<file path="src/rtl/store_commit_buffer.sv">
// In-order buffer of retired stores that drains them one at a time to the
// data-memory write port and forwards buffered data to younger loads.
module store_commit_buffer #(
  parameter int SCB_SZ = 4,
  parameter int XLEN   = 32
) (
  input  logic                    clock,
  input  logic                    reset,
  input  logic                    retire_en,
  input  logic [XLEN-1:0]         retire_addr,
  input  logic [XLEN-1:0]         retire_data,
  input  logic [1:0]              retire_size,
  output logic                    full,
  output logic                    empty,
  output logic [$clog2(SCB_SZ):0] count,
  output logic                    overflow,
  output logic                    mem_req_valid,
  output logic [XLEN-1:0]         mem_req_addr,
  output logic [XLEN-1:0]         mem_req_data,
  output logic [3:0]              mem_req_be,
  input  logic                    mem_req_ready,
  input  logic                    mem_ack,
  input  logic                    ld_en,
  input  logic [XLEN-1:0]         ld_addr,
  input  logic [1:0]              ld_size,
  output logic                    ld_fwd_hit,
  output logic [XLEN-1:0]         ld_fwd_data,
  output logic                    ld_conflict
);

  localparam int PW = $clog2(SCB_SZ);
  localparam int CW = PW + 1;
  localparam int WA = XLEN - 2;
  localparam logic [CW-1:0] ZERO_C = {CW{1'b0}};
  localparam logic [CW-1:0] ONE_C  = CW'(1'b1);
  localparam logic [CW-1:0] FULL_C = CW'(SCB_SZ);
  localparam logic [PW-1:0] PONE_C = PW'(1'b1);

  typedef enum logic [1:0] {
    S_IDLE = 2'd0,
    S_REQ  = 2'd1,
    S_WAIT = 2'd2
  } state_e;

  state_e            state_q, state_d;
  logic [PW-1:0]     head_q, head_d, tail_q, tail_d;
  logic [CW-1:0]     count_q, count_d;
  logic              overflow_q, overflow_d;
  logic [WA-1:0]     waddr_q [SCB_SZ];
  logic [WA-1:0]     waddr_d [SCB_SZ];
  logic [XLEN-1:0]   data_q  [SCB_SZ];
  logic [XLEN-1:0]   data_d  [SCB_SZ];
  logic [3:0]        be_q    [SCB_SZ];
  logic [3:0]        be_d    [SCB_SZ];
  logic [SCB_SZ-1:0] valid_q, valid_d;

  logic              push_s, pop_s, full_s, empty_s;
  logic [3:0]        retire_be_s, ld_mask_s;
  logic [XLEN-1:0]   retire_lane_s;
  logic [PW-1:0]     scan_idx_s, sel_s;
  logic              found_s, covers_s;

  function automatic logic [3:0] lane_mask(input logic [1:0] size, input logic [1:0] off);
    logic [3:0] m;
    case (size)
      2'd0:    m = 4'b0001 << off;
      2'd1:    m = 4'b0011 << off;
      2'd2:    m = 4'b1111;
      default: m = 4'b0000;
    endcase
    return m;
  endfunction

  // Bits above the access size are cleared so they cannot leak into other lanes.
  function automatic logic [XLEN-1:0] lane_data(input logic [XLEN-1:0] d, input logic [1:0] size,
                                                input logic [1:0] off);
    logic [XLEN-1:0] v;
    case (size)
      2'd0:    v = {{(XLEN-8){1'b0}}, d[7:0]};
      2'd1:    v = {{(XLEN-16){1'b0}}, d[15:0]};
      default: v = d;
    endcase
    return v << {off, 3'b000};
  endfunction

  assign full_s        = (count_q == FULL_C);
  assign empty_s       = (count_q == ZERO_C);
  assign full          = full_s;
  assign empty         = empty_s;
  assign count         = count_q;
  assign overflow      = overflow_q;
  assign mem_req_valid = (state_q == S_REQ);
  assign mem_req_addr  = {waddr_q[head_q], 2'b00};
  assign mem_req_data  = data_q[head_q];
  assign mem_req_be    = be_q[head_q];
  assign retire_be_s   = lane_mask(retire_size, retire_addr[1:0]);
  assign retire_lane_s = lane_data(retire_data, retire_size, retire_addr[1:0]);
  assign ld_mask_s     = lane_mask(ld_size, ld_addr[1:0]);

  // Push/pop qualification, occupancy and pointer updates.
  always_comb begin
    pop_s      = (state_q == S_WAIT) && mem_ack;
    push_s     = retire_en && (!full_s || pop_s);
    overflow_d = overflow_q | (retire_en & full_s & ~pop_s);
    head_d     = pop_s  ? head_q + PONE_C : head_q;
    tail_d     = push_s ? tail_q + PONE_C : tail_q;
    case ({push_s, pop_s})
      2'b10:   count_d = count_q + ONE_C;
      2'b01:   count_d = count_q - ONE_C;
      default: count_d = count_q;
    endcase
  end

  // Drain state machine; a pop that leaves entries behind goes straight back to REQ.
  always_comb begin
    state_d = state_q;
    case (state_q)
      S_IDLE:  state_d = empty_s ? S_IDLE : S_REQ;
      S_REQ:   state_d = mem_req_ready ? S_WAIT : S_REQ;
      S_WAIT: begin
        if (mem_ack) begin
          state_d = (count_d != ZERO_C) ? S_REQ : S_IDLE;
        end else begin
          state_d = S_WAIT;
        end
      end
      default: state_d = S_IDLE;
    endcase
  end

  // Entry storage: pop clears the head valid, push writes the tail (same slot when full).
  always_comb begin
    for (int i = 0; i < SCB_SZ; i++) begin
      waddr_d[i] = (push_s && tail_q == PW'(i)) ? retire_addr[XLEN-1:2] : waddr_q[i];
      data_d[i]  = (push_s && tail_q == PW'(i)) ? retire_lane_s : data_q[i];
      be_d[i]    = (push_s && tail_q == PW'(i)) ? retire_be_s : be_q[i];
      valid_d[i] = (push_s && tail_q == PW'(i)) |
                   (valid_q[i] & ~(pop_s && head_q == PW'(i)));
    end
  end

  // Forwarding search from oldest to youngest so the last match is the youngest.
  always_comb begin
    found_s    = 1'b0;
    sel_s      = head_q;
    scan_idx_s = head_q;
    for (int k = 0; k < SCB_SZ; k++) begin
      scan_idx_s = head_q + PW'(k);
      if (valid_q[scan_idx_s] && waddr_q[scan_idx_s] == ld_addr[XLEN-1:2] &&
          |(be_q[scan_idx_s] & ld_mask_s)) begin
        found_s = 1'b1;
        sel_s   = scan_idx_s;
      end else begin
        found_s = found_s;
        sel_s   = sel_s;
      end
    end
    covers_s    = ((be_q[sel_s] & ld_mask_s) == ld_mask_s);
    ld_fwd_hit  = ld_en & found_s & covers_s;
    ld_conflict = ld_en & found_s & ~covers_s;
    ld_fwd_data = ld_fwd_hit ? data_q[sel_s] : {XLEN{1'b0}};
  end

  // State registers; reset abandons any in-flight write.
  always_ff @(posedge clock or posedge reset) begin
    if (reset) begin
      state_q    <= S_IDLE;
      head_q     <= {PW{1'b0}};
      tail_q     <= {PW{1'b0}};
      count_q    <= ZERO_C;
      overflow_q <= 1'b0;
      valid_q    <= {SCB_SZ{1'b0}};
      for (int i = 0; i < SCB_SZ; i++) begin
        waddr_q[i] <= {WA{1'b0}};
        data_q[i]  <= {XLEN{1'b0}};
        be_q[i]    <= 4'b0000;
      end
    end else begin
      state_q    <= state_d;
      head_q     <= head_d;
      tail_q     <= tail_d;
      count_q    <= count_d;
      overflow_q <= overflow_d;
      valid_q    <= valid_d;
      for (int i = 0; i < SCB_SZ; i++) begin
        waddr_q[i] <= waddr_d[i];
        data_q[i]  <= data_d[i];
        be_q[i]    <= be_d[i];
      end
    end
  end

endmodule

</file>
<file path="config.mk">
export PLATFORM = sky130hd
export DESIGN_NAME = store_commit_buffer
export DESIGN_NICKNAME = d
export VERILOG_FILES = /design/src/rtl/store_commit_buffer.sv
export SDC_FILE = /design/constraint.sdc
export NUM_CORES = 1
export LEC_CHECK = 0
export CAP_MARGIN = 15
export CORE_MARGIN = 3
export CORE_UTILIZATION = 50
export CTS_BUF_LIST = sky130_fd_sc_hd__clkbuf_16
export DETAILED_ROUTE_END_ITERATION = 16
export DONT_BUFFER_PORTS = 1
export PLACE_DENSITY = 0.76
export SYNTH_ARGS = -nofsm -noshare
export SYNTH_HDL_FRONTEND = slang
export SYNTH_SLANG_ARGS = --single-unit
</file>
<file path="constraint.sdc">
create_clock -name clock -period 28.5 [get_ports clock]
set_input_delay 7.125 -clock clock [delete_from_list [all_inputs] [get_ports clock]]
set_output_delay 7.125 -clock clock [all_outputs]
set_load 0.01 [all_outputs]
</file>
* After elaboration in Yosys (flattened, before gate mapping) *
Index checks and enable logic that the tools add are counted.

operators by class
  add/sub/neg operators = 6
  multiply operators = 0
  div/mod/pow operators = 0
  magnitude comparators = 9
  equality and inequality tests = 20
  shift operators = 5
  muxes and demuxes = 58
  bitwise gates (word level) = 30
  reductions and logical operators = 31

operators with widths
  kind                                                  number
  binary-select mux 30 bit (select 2 bit)               4
  2-to-1 mux 30 bit                                     8
  2-to-1 mux 32 bit                                     5
  binary-select mux 32 bit (select 2 bit)               2
  equality test 30 bit                                  4
  case mux 32 bit (2 select lines)                      1
  binary-select mux 4 bit (select 2 bit)                5
  2-to-1 mux 4 bit                                      10
  << shifter 32 x 5 -> 32 bit                           1
  case mux 4 bit (3 select lines)                       2
  AND 4 bit                                             5
  logical AND 1 bit                                     18
  equality test 2 bit (second input constant)           8
  OR reduction 4 bit                                    4
  >= comparator 3 bit (second input constant)           5
  NOT 2 -> 3 bit                                        5
  equality test 2 x 1 -> 1 bit (second input constant)  6
  < comparator 2 x 3 -> 1 bit (second input constant)   4
  logical NOT 2 bit                                     5
  2-to-1 mux 1 bit                                      10
  2-to-1 mux 2 bit                                      5
  AND 1 bit                                             9
  binary-select mux 1 bit (select 2 bit)                4
  << shifter 1 x 2 -> 4 bit (first input constant)      2
  15 further kinds                                      27

word-level totals
  flip-flop bits (word level) = 278
  latch bits = 0
  RAM bits = 0
  bits in read-only memories = 0
  bits of input ports = 106
  output and inout port bits = 109
  logic and storage cells = 177
  memories kept = 0

* Depth between registers and ports, before layout *
Gate-level depths: netlist of the first run.

  word-level depth = 19
  gate-level depth with buffers = 27
  depth with buffers taken out = 14

* Worst setup path after synthesis of the first run *
No wires, ideal clock.

  kind = input to output
  from = input port ld_addr[9]
  to = output port ld_fwd_data[1]
  data arrival time = 10.678 ns
  setup slack = 10.697 ns
  cell stages on the path = 14
  path buffers = 5
  path through = buf_1 -> nor3_1 -> a2111o_1 -> or4_1 -> or4_4 -> o211a_1 -> or2_1 -> buf_6 -> nor2_8 -> buf_6 -> buf_6 -> buf_6 -> mux2i_1 -> a2111oi_1

on the way
  cells in the longest elaborated chain, start to end = 14

ends and longest elaborated chain
  what                                                 RTL line  text
  from (decl)                                          24        input logic [XLEN-1:0] ld_addr,
  equality test 30 bit                                 149       if (valid_q[scan_idx_s] && waddr_q[scan_idx_s] == ld_addr[XLEN-1:2] &&
  logical AND 1 bit (2 in a row)                       149
  2-to-1 mux 2 bit (3 in a row)                        149
  NOT 2 -> 3 bit (not written as such)                 158, 161
  binary-select mux 4 bit (select 2 bit)               158       covers_s = ((be_q[sel_s] & ld_mask_s) == ld_mask_s);
  2-to-1 mux 4 bit (not written as such) (2 in a row)  158
  AND 4 bit                                            158
  equality test 4 bit                                  158
  AND 1 bit                                            159       ld_fwd_hit = ld_en & found_s & covers_s;
  2-to-1 mux 32 bit *                                  161       ld_fwd_data = ld_fwd_hit ? data_q[sel_s] : {XLEN{1'b0}};
  to (decl)                                            27        output logic [XLEN-1:0] ld_fwd_data,

Every way passes the cells marked *; elsewhere a longest branch is shown, timed or not. The select of a mux whose other input is x is not followed.

* Final worst setup path of the first run *
  from = input port ld_size[0]
  to = output port ld_fwd_data[31]

on the way
  cells in the longest elaborated chain, start to end = 16

ends and longest elaborated chain
  what                                                 RTL line  text
  from (decl)                                          25        input logic [1:0] ld_size,
  equality test 2 bit, or another cell as far along    65        case (size)
  case mux 4 bit (3 select lines) *                    65
  AND 4 bit                                            150       |(be_q[scan_idx_s] & ld_mask_s)) begin
  OR reduction 4 bit                                   150
  logical AND 1 bit                                    149
  2-to-1 mux 2 bit (3 in a row)                        149
  NOT 2 -> 3 bit (not written as such)                 158, 161
  binary-select mux 4 bit (select 2 bit)               158
  2-to-1 mux 4 bit (not written as such) (2 in a row)  158
  AND 4 bit                                            158
  equality test 4 bit                                  158
  AND 1 bit                                            159
  2-to-1 mux 32 bit *                                  161

Marked as above.

==> results of run 1 <==
[cells in the mapped netlist (all sizes together), types with 6 or more instances]
| cell | number |
|---|---|
| mux4 | 129 |
| nor2b | 11 |
| or2 | 8 |
| dfrtp | 278 |
| nor3 | 20 |
| o22ai | 9 |
| a32oi | 14 |
| xnor2 | 94 |
| clkbuf | 91 |
| nand3 | 21 |
| nor4 | 6 |
| a21o | 6 |
| buf | 63 |
| a2111oi | 23 |
| a22oi | 12 |
| nand2b | 16 |
| o21ai | 176 |
| a21oi | 26 |
| nor2 | 66 |
| mux2i | 114 |
| or4 | 6 |
| ha | 8 |
| xor2 | 18 |
| o221ai | 11 |
| mux2 | 178 |
| and3 | 6 |
| and2 | 7 |
| nand4 | 28 |
| inv | 13 |
| nand2 | 217 |
[through the flow]
stage,worst slack [ps],cells,utilization
2_1_floorplan,10700,1743,-
6_report,9540,2170,0.544
5_1_grt,9230,2170,0.544
4_1_cts,9550,2170,0.544
3_5_place_dp,9560,2110,0.517
3_3_place_gp,9630,2110,0.517
[final cells by class]
cell class	count	area, µm²	area share
Sequential cell	278	6960	0.346
Timing Repair Buffer	17	128	0.00633
Clock buffer	34	851	0.0422
Multi-Input combinational cell	1296	11400	0.563
Clock inverter	26	158	0.00782
Inverter	15	63.8	0.00317
Tap cell	504	631	0.0313
[kinds of logic (layout without fill, tap and decap cells)]
kind of cell	count (synthesis)	after routing	share of synthesized area
adder cells (fa/ha/maj)	9	9	0.00631
XOR/XNOR	112	112	0.0515
multiplexers	421	421	0.318
AND/OR/NAND/NOR	428	428	0.104
flip-flops	278	278	0.365
AO/OA/AOI/OAI	324	324	0.113
buffers and inverters	169	92	0.0414
other	1	2	0.000197
[worst max-delay path by stage]
| stage | from | end | slack, ps | cells after the start |
|---|---|---|---|---|
| global route | ld_size[0] | ld_fwd_data[1] | 9230 | 14 |
| CTS | ld_addr[21] | ld_fwd_data[31] | 9550 | 13 |
| floorplan | ld_addr[9] | ld_fwd_data[1] | 10700 | 14 |
| detailed placement | ld_addr[21] | ld_fwd_data[31] | 9560 | 13 |
| global placement | ld_addr[21] | ld_fwd_data[31] | 9630 | 13 |
| finish | ld_size[0] | ld_fwd_data[31] | 9540 | 14 |
[flip-flops by register name, indices dropped and copies added (netlist names)]
signal and flops:
data_q 128, waddr_q 120, be_q 16, valid_q 4, count 3, head_q 2
state_q 2, tail_q 2, overflow 1
[critical path, stage by stage]
cell and delay, ps:
sky130_fd_sc_hd__nor2b_1 110, sky130_fd_sc_hd__mux2i_1 70, sky130_fd_sc_hd__o21ai_0 630, sky130_fd_sc_hd__a222oi_1 290
sky130_fd_sc_hd__or4_1 520, sky130_fd_sc_hd__o211a_1 260, sky130_fd_sc_hd__or2_1 360, sky130_fd_sc_hd__nor2_8 110
sky130_fd_sc_hd__buf_4 770, sky130_fd_sc_hd__mux2i_1 210, sky130_fd_sc_hd__mux2i_2 250, sky130_fd_sc_hd__o2111ai_4 120
sky130_fd_sc_hd__buf_4 280, sky130_fd_sc_hd__a2111oi_1 650
[metal layers]
| metal | global-route usage | wire length (µm) |
|---|---|---|
| met1 | 0.365 | 21800 |
| met2 | 0.444 | 27100 |
| met3 | 0.0843 | 5970 |
| met4 | 0.103 | 2270 |
| met5 | 0 | 0 |
[where the power goes]
group / switching, mW / internal (mW) / total (mW)
Sequential: 0.220 / 0.581 / 0.801
Combinational: 0.990 / 0.789 / 1.78
Clock: 0.177 / 0.219 / 0.396
==> reports/metrics.csv, run 1 <==
metric,value,unit
grt_antenna_before_repair,1,
reg2reg_slack,25070,ps
finalCritPeriodShare,0.665,
final_common_cell,sky130_fd_sc_hd__dfrtp_1,
number_of_global_route_vias_before_repair,14484,
min_period,18960,ps
synthDistinctLibCells,74,
routed_wire_length,57200,µm
worst_hold_path_ep,data_q[12],
finalHoldWorstSlack,496,ps
transition_time_of_the_tightest_slew_check_pin,1110,ps
io_pins,215,
yosysTopAreaCell,sky130_fd_sc_hd__dfrtp_1,
synth_flop_cell,sky130_fd_sc_hd__dfrtp_1,
run_status,"complete, no violations",
post_syn_area,0.0190,mm²
type_of_element_capturing_the_critical_path,output port,
drive_gt1_frac,0.245,
post-dp-hpwl,40500,µm
largest_net_degree_at_the_start_of_global_routing,152,
die_span_in_y,201,µm
grt_setup_unrepaired,false,
grt.overflow.total,0,
drc,0,
areaGrowthSynthToFinish,5.82,%
min-delay-start,data_q[12],
timing.slew.headroom,0.260,
num_antenna_cells,0,
worst_r2r_path_depth,5,
skew,22.7,ps
synthesis.instances,1742,
std_cell_rows,70,
achievable-frequency,0.0527,GHz
critical_path_class,primary input to output port,
numCtsBuffers,34,
final_net_count,1757,
timing.critical_path.fanout_max,66,
firstDrtPassIters,6,
ffs_latches_synth,278,
worst_hold_path_type,register to register,
floorplan.initialDensity,0.514,
core_area,0.0370,mm²
clkSinkCount,278,
p_leak,8.00,nW
finalInstanceArea,0.0201,mm²
synth_area_leaders,"sky130_fd_sc_hd__dfrtp_1 37%, sky130_fd_sc_hd__mux4_2 15%, sky130_fd_sc_hd__mux2_2 10%",
power.total,2.98,mW
floorplan_die_width,201,µm
yosys_warning_total,0,
postSynth.asyncResetShare,1.00,
yosysSeqAreaShare,0.365,
filler_cell_count,3159,
final-max-slew-violation-count,0,
clockRootBuffer,sky130_fd_sc_hd__clkbuf_16,
fp.dieArea,0.0405,mm²
placedInstanceArea,0.0191,mm²
worstReg2RegStart,count[0],
cts-htree-levels,2,
numPortBuffers,0,
yosysTopAreaCellShare,0.365,
vias,14576,
total_power_divided_by_cell_area,148,mW/mm²
cts_tree,yes,
post_cts.repair.setup_buffers,0,
min_path_cells,2,
r2r_end,waddr_q[52],
setup.worst_path.start_class,primary input,
first_pass_grt_wire_length,88800,µm
drv.max_cap_violation_count,0,
number_of_enable_flip_flop_cells_after_synthesis,0,
hold_violations,0,
crit_arrival,11840,ps
timing.final.setup_violations,0,
routedWlPerCell,26.4,µm
synth_area_per_cell,10.9,µm²
clock_latency,530,ps
viasPerCell,6.72,
holdBufCountCts,0,
final_cell_mix,"276 x sky130_fd_sc_hd__dfrtp_1, 213 x sky130_fd_sc_hd__nand2_1, 176 x sky130_fd_sc_hd__mux2_2",
detail_route.iter0.violations,1562,
maximum_ir_drop_on_the_vdd_rail,0.0868,mV
antenna_violating_nets_post_route,0,
cts_resized,0,
place_congestion,1.03,
global_route.usage.total,0.280,
cts.reportedPaths.clkPinSlew,60,ps
cp.required,21380,ps
maximum_clock_path_buffer_count,3,
fin_setup_tns,0,ps
No activity file was read; power rests on OpenSTA's default activity.
==> run 2, diff against run 1 <==
- PLACE_DENSITY: 0.76 -> 0.79
- clock period: 28.5 -> 16.4 ns (I/O delays scaled with it)
==> run 2 against run 1 <==
Clock power grew 81%. Count of clock-buffer cells in the layout is the same. Worst hold slack gained 6.4 ps. Global-route usage grew 0.31 points. Clock skew grew 2.2 ps. Sequential power grew 71%. Die area is the same. Routed wire length grew 0.75%. Highest routed layer unchanged.
==> reports/metrics.csv, run 2 (synthesis gave the netlist of run 1 again) <==
metric,value,unit,change
grt_antenna_before_repair,0,,was 1
clock_latency,550,ps,was 530 ps
total_power_divided_by_cell_area,258,mW/mm²,was 148 mW/mm²
min_period,12880,ps,
core_area,0.0370,mm²,unchanged
run_status,"complete, no violations",,unchanged
largest_reg_flops,128,,unchanged
final_core_util,0.545,,was 0.544
antenna_violating_nets_post_route,0,,unchanged
post_cts.repair.setup_buffers,0,,unchanged
maximum_clock_path_buffer_count,3,,unchanged
grt_use_met2,0.453,,was 0.444
timing.critical_path.fanout_max,66,,unchanged
fp.dieArea,0.0405,mm²,unchanged
cp.required,12300,ps,was 21380 ps
critical_path.cell_chain,and3_1 -> a2111o_1 -> or4_1 -> or4_4 -> o211a_1 -> or2_1 -> nor2_8 -> buf_4 -> mux2i_1 -> mux2i_2 -> o2111ai_4 -> buf_4 -> a2111oi_1,,was nor2b_1 -> mux2i_1 -> o21ai_0 -> a222oi_1 -> or4_1 -> o211a_1 -> or2_1 -> nor2_8 -> buf_4 -> mux2i_1 -> mux2i_2 -> o2111ai_4 -> buf_4 -> a2111oi_1
numCtsBuffers,34,,unchanged
achievable-frequency,0.0776,GHz,
drive_gt1_frac,0.246,,was 0.245
std_cell_rows,70,,unchanged
reg2reg_slack,12960,ps,was 25070 ps
critical_path_class,primary input to output port,,unchanged
place_congestion,0.977,,was 1.03
first_pass_grt_wire_length,89100,µm,was 88800 µm
cts_tree,yes,,unchanged
crit_top_cell,sky130_fd_sc_hd__buf_4,,
setup.worst_path.start_class,primary input,,unchanged
largest_net_degree_at_the_start_of_global_routing,139,,was 152
floorplan.initialDensity,0.514,,unchanged
min-delay-start,data_q[70],,was data_q[12]
critPathTopFamily,simple AND/OR/NAND/NOR gates,,was compound AO/OA/AOI/OAI gates
internal_power,2.79,mW,was 1.59 mW
power.switching_fraction,0.464,,was 0.466
final_net_count,1756,,was 1757
final_cell_mix,"276 x sky130_fd_sc_hd__dfrtp_1, 213 x sky130_fd_sc_hd__nand2_1, 176 x sky130_fd_sc_hd__mux2_2",,unchanged
routed_wire_length,57700,µm,was 57200 µm
num_antenna_cells,0,,unchanged
power.share.combinational,0.599,,was 0.598
timing.slew.headroom,0.272,,was 0.260
holdBufCountCts,0,,unchanged
final-max-slew-violation-count,0,,unchanged
registers.top_by_ff_count,data_q,,unchanged
post-dp-hpwl,40500,µm,unchanged
floorplan_die_width,201,µm,unchanged
p_sw,2.42,mW,was 1.39 mW
firstDrtPassIters,6,,unchanged
min_path_cells,2,,unchanged
numPortBuffers,0,,unchanged
io_pins,215,,unchanged
vias,14493,,was 14576
clkSinkCount,278,,unchanged
final_common_cell,sky130_fd_sc_hd__dfrtp_1,,unchanged
worst_hold_path_ep,data_q[70],,was data_q[12]
filler_cell_count,3138,,was 3159
viasPerCell,6.69,,was 6.72
drv.max_cap_violation_count,0,,unchanged
worst_r2r_path_depth,5,,unchanged
die_span_in_y,201,µm,unchanged
worst_path_largest_cell_delay,780,ps,was 770 ps
r2r_end,waddr_q[69],,was waddr_q[52]
cpMaxStageDelayCell,sky130_fd_sc_hd__buf_4,,unchanged
top_regs,"data_q: 128 flops, waddr_q: 120 flops, be_q: 16 flops",,unchanged
power.sequential.fraction,0.263,,was 0.269
type_of_element_capturing_the_critical_path,output port,,unchanged
clockRootBuffer,sky130_fd_sc_hd__clkbuf_16,,unchanged
finalCritPeriodShare,0.785,,
skew,25.0,ps,was 22.7 ps
drc,0,,unchanged
timing.final.setup_violations,0,,unchanged
p_leak,8.00,nW,about the same
grt_setup_unrepaired,false,,unchanged
number_of_global_route_vias_before_repair,14389,,was 14484
transition_time_of_the_tightest_slew_check_pin,1090,ps,was 1110 ps
cts-htree-levels,2,,unchanged
clock_power_share,0.138,,was 0.133
worstPathBufferInverterCount,2,,unchanged
cts_resized,0,,unchanged
grt_use_met1,0.372,,was 0.365
areaGrowthSynthToFinish,5.97,%,was 5.82%
global_route.usage.total,0.283,,was 0.280
grt.overflow.total,0,,unchanged
detail_route.iter0.violations,1361,,was 1562
grt_busiest_layer,met2,,unchanged
fin_setup_tns,0,ps,unchanged
grtUsageMet3,0.0772,,was 0.0843
hold_violations,0,,unchanged
worstReg2RegStart,count[1],,was count[0]
routedWlPerCell,26.6,µm,was 26.4 µm
crit_arrival,8780,ps,was 11840 ps
worst_hold_path_type,register to register,,unchanged
cts.reportedPaths.clkPinSlew,60,ps,about the same
maximum_ir_drop_on_the_vdd_rail,0.156,mV,was 0.0868 mV
[run 2: area by class of cell]
type	instances	area [µm²]	area share
clock buffer	34	851	0.0422
clock inverter	22	183	0.00905
inverter	15	63.8	0.00316
multi-input combinational	1296	11400	0.563
sequential	278	6960	0.345
tap	504	631	0.0313
timing repair buffer	16	133	0.00657
[run 2: metal layers]
| layer | routed length [µm] | vias to the layer above |
|---|---|---|
| li1 | - | 6295 |
| met1 | 22600 | 7382 |
| met2 | 27400 | 679 |
| met3 | 5470 | 137 |
| met4 | 2180 | 0 |
| met5 | 0 | - |
[run 2: power groups by stage]
stage	combinational (mW)	sequential, mW	clock (mW)
CTS	3.10	1.36	0.732
global placement	3.03	1.33	0
finish	3.12	1.37	0.718
global route	3.31	1.42	0.762
floorplan	2.43	1.24	0
detailed placement	3.08	1.37	0
[run 2: how the worst max path moves through the flow]
stage | start | cells past startpoint | endpoint
final | ld_addr[21] | 13 | ld_fwd_data[31]
after global routing | ld_size[0] | 14 | ld_fwd_data[31]
after CTS | ld_addr[21] | 13 | ld_fwd_data[31]
after detailed placement | ld_addr[21] | 13 | ld_fwd_data[31]
after global placement | ld_addr[21] | 13 | ld_fwd_data[1]
after floorplan | reset | 1 | be_q[0]
[run 2: tightest hold or removal path, cell delays in order, from the launching register on]
cell	delay, ps
sky130_fd_sc_hd__dfrtp_1	360
sky130_fd_sc_hd__nand2_1	50
sky130_fd_sc_hd__o21ai_0	60
[run 2: stage by stage]
| stage | worst slack, ps | instance area, µm² | cells | hold WS, ps | power, mW |
|---|---|---|---|---|---|
| final | 3520 | 20200 | 2165 | 502 | 5.21 |
| after global routing | 3150 | 20200 | 2165 | 527 | 5.49 |
| after CTS | 3500 | 20200 | 2165 | 503 | 5.19 |
| after detailed placement | 3510 | 19100 | 2109 | 490 | 4.45 |
| after global placement | 3580 | 19100 | 2109 | 473 | 4.36 |
| after floorplan | 4630 | 19000 | 1743 | 461 | 3.66 |
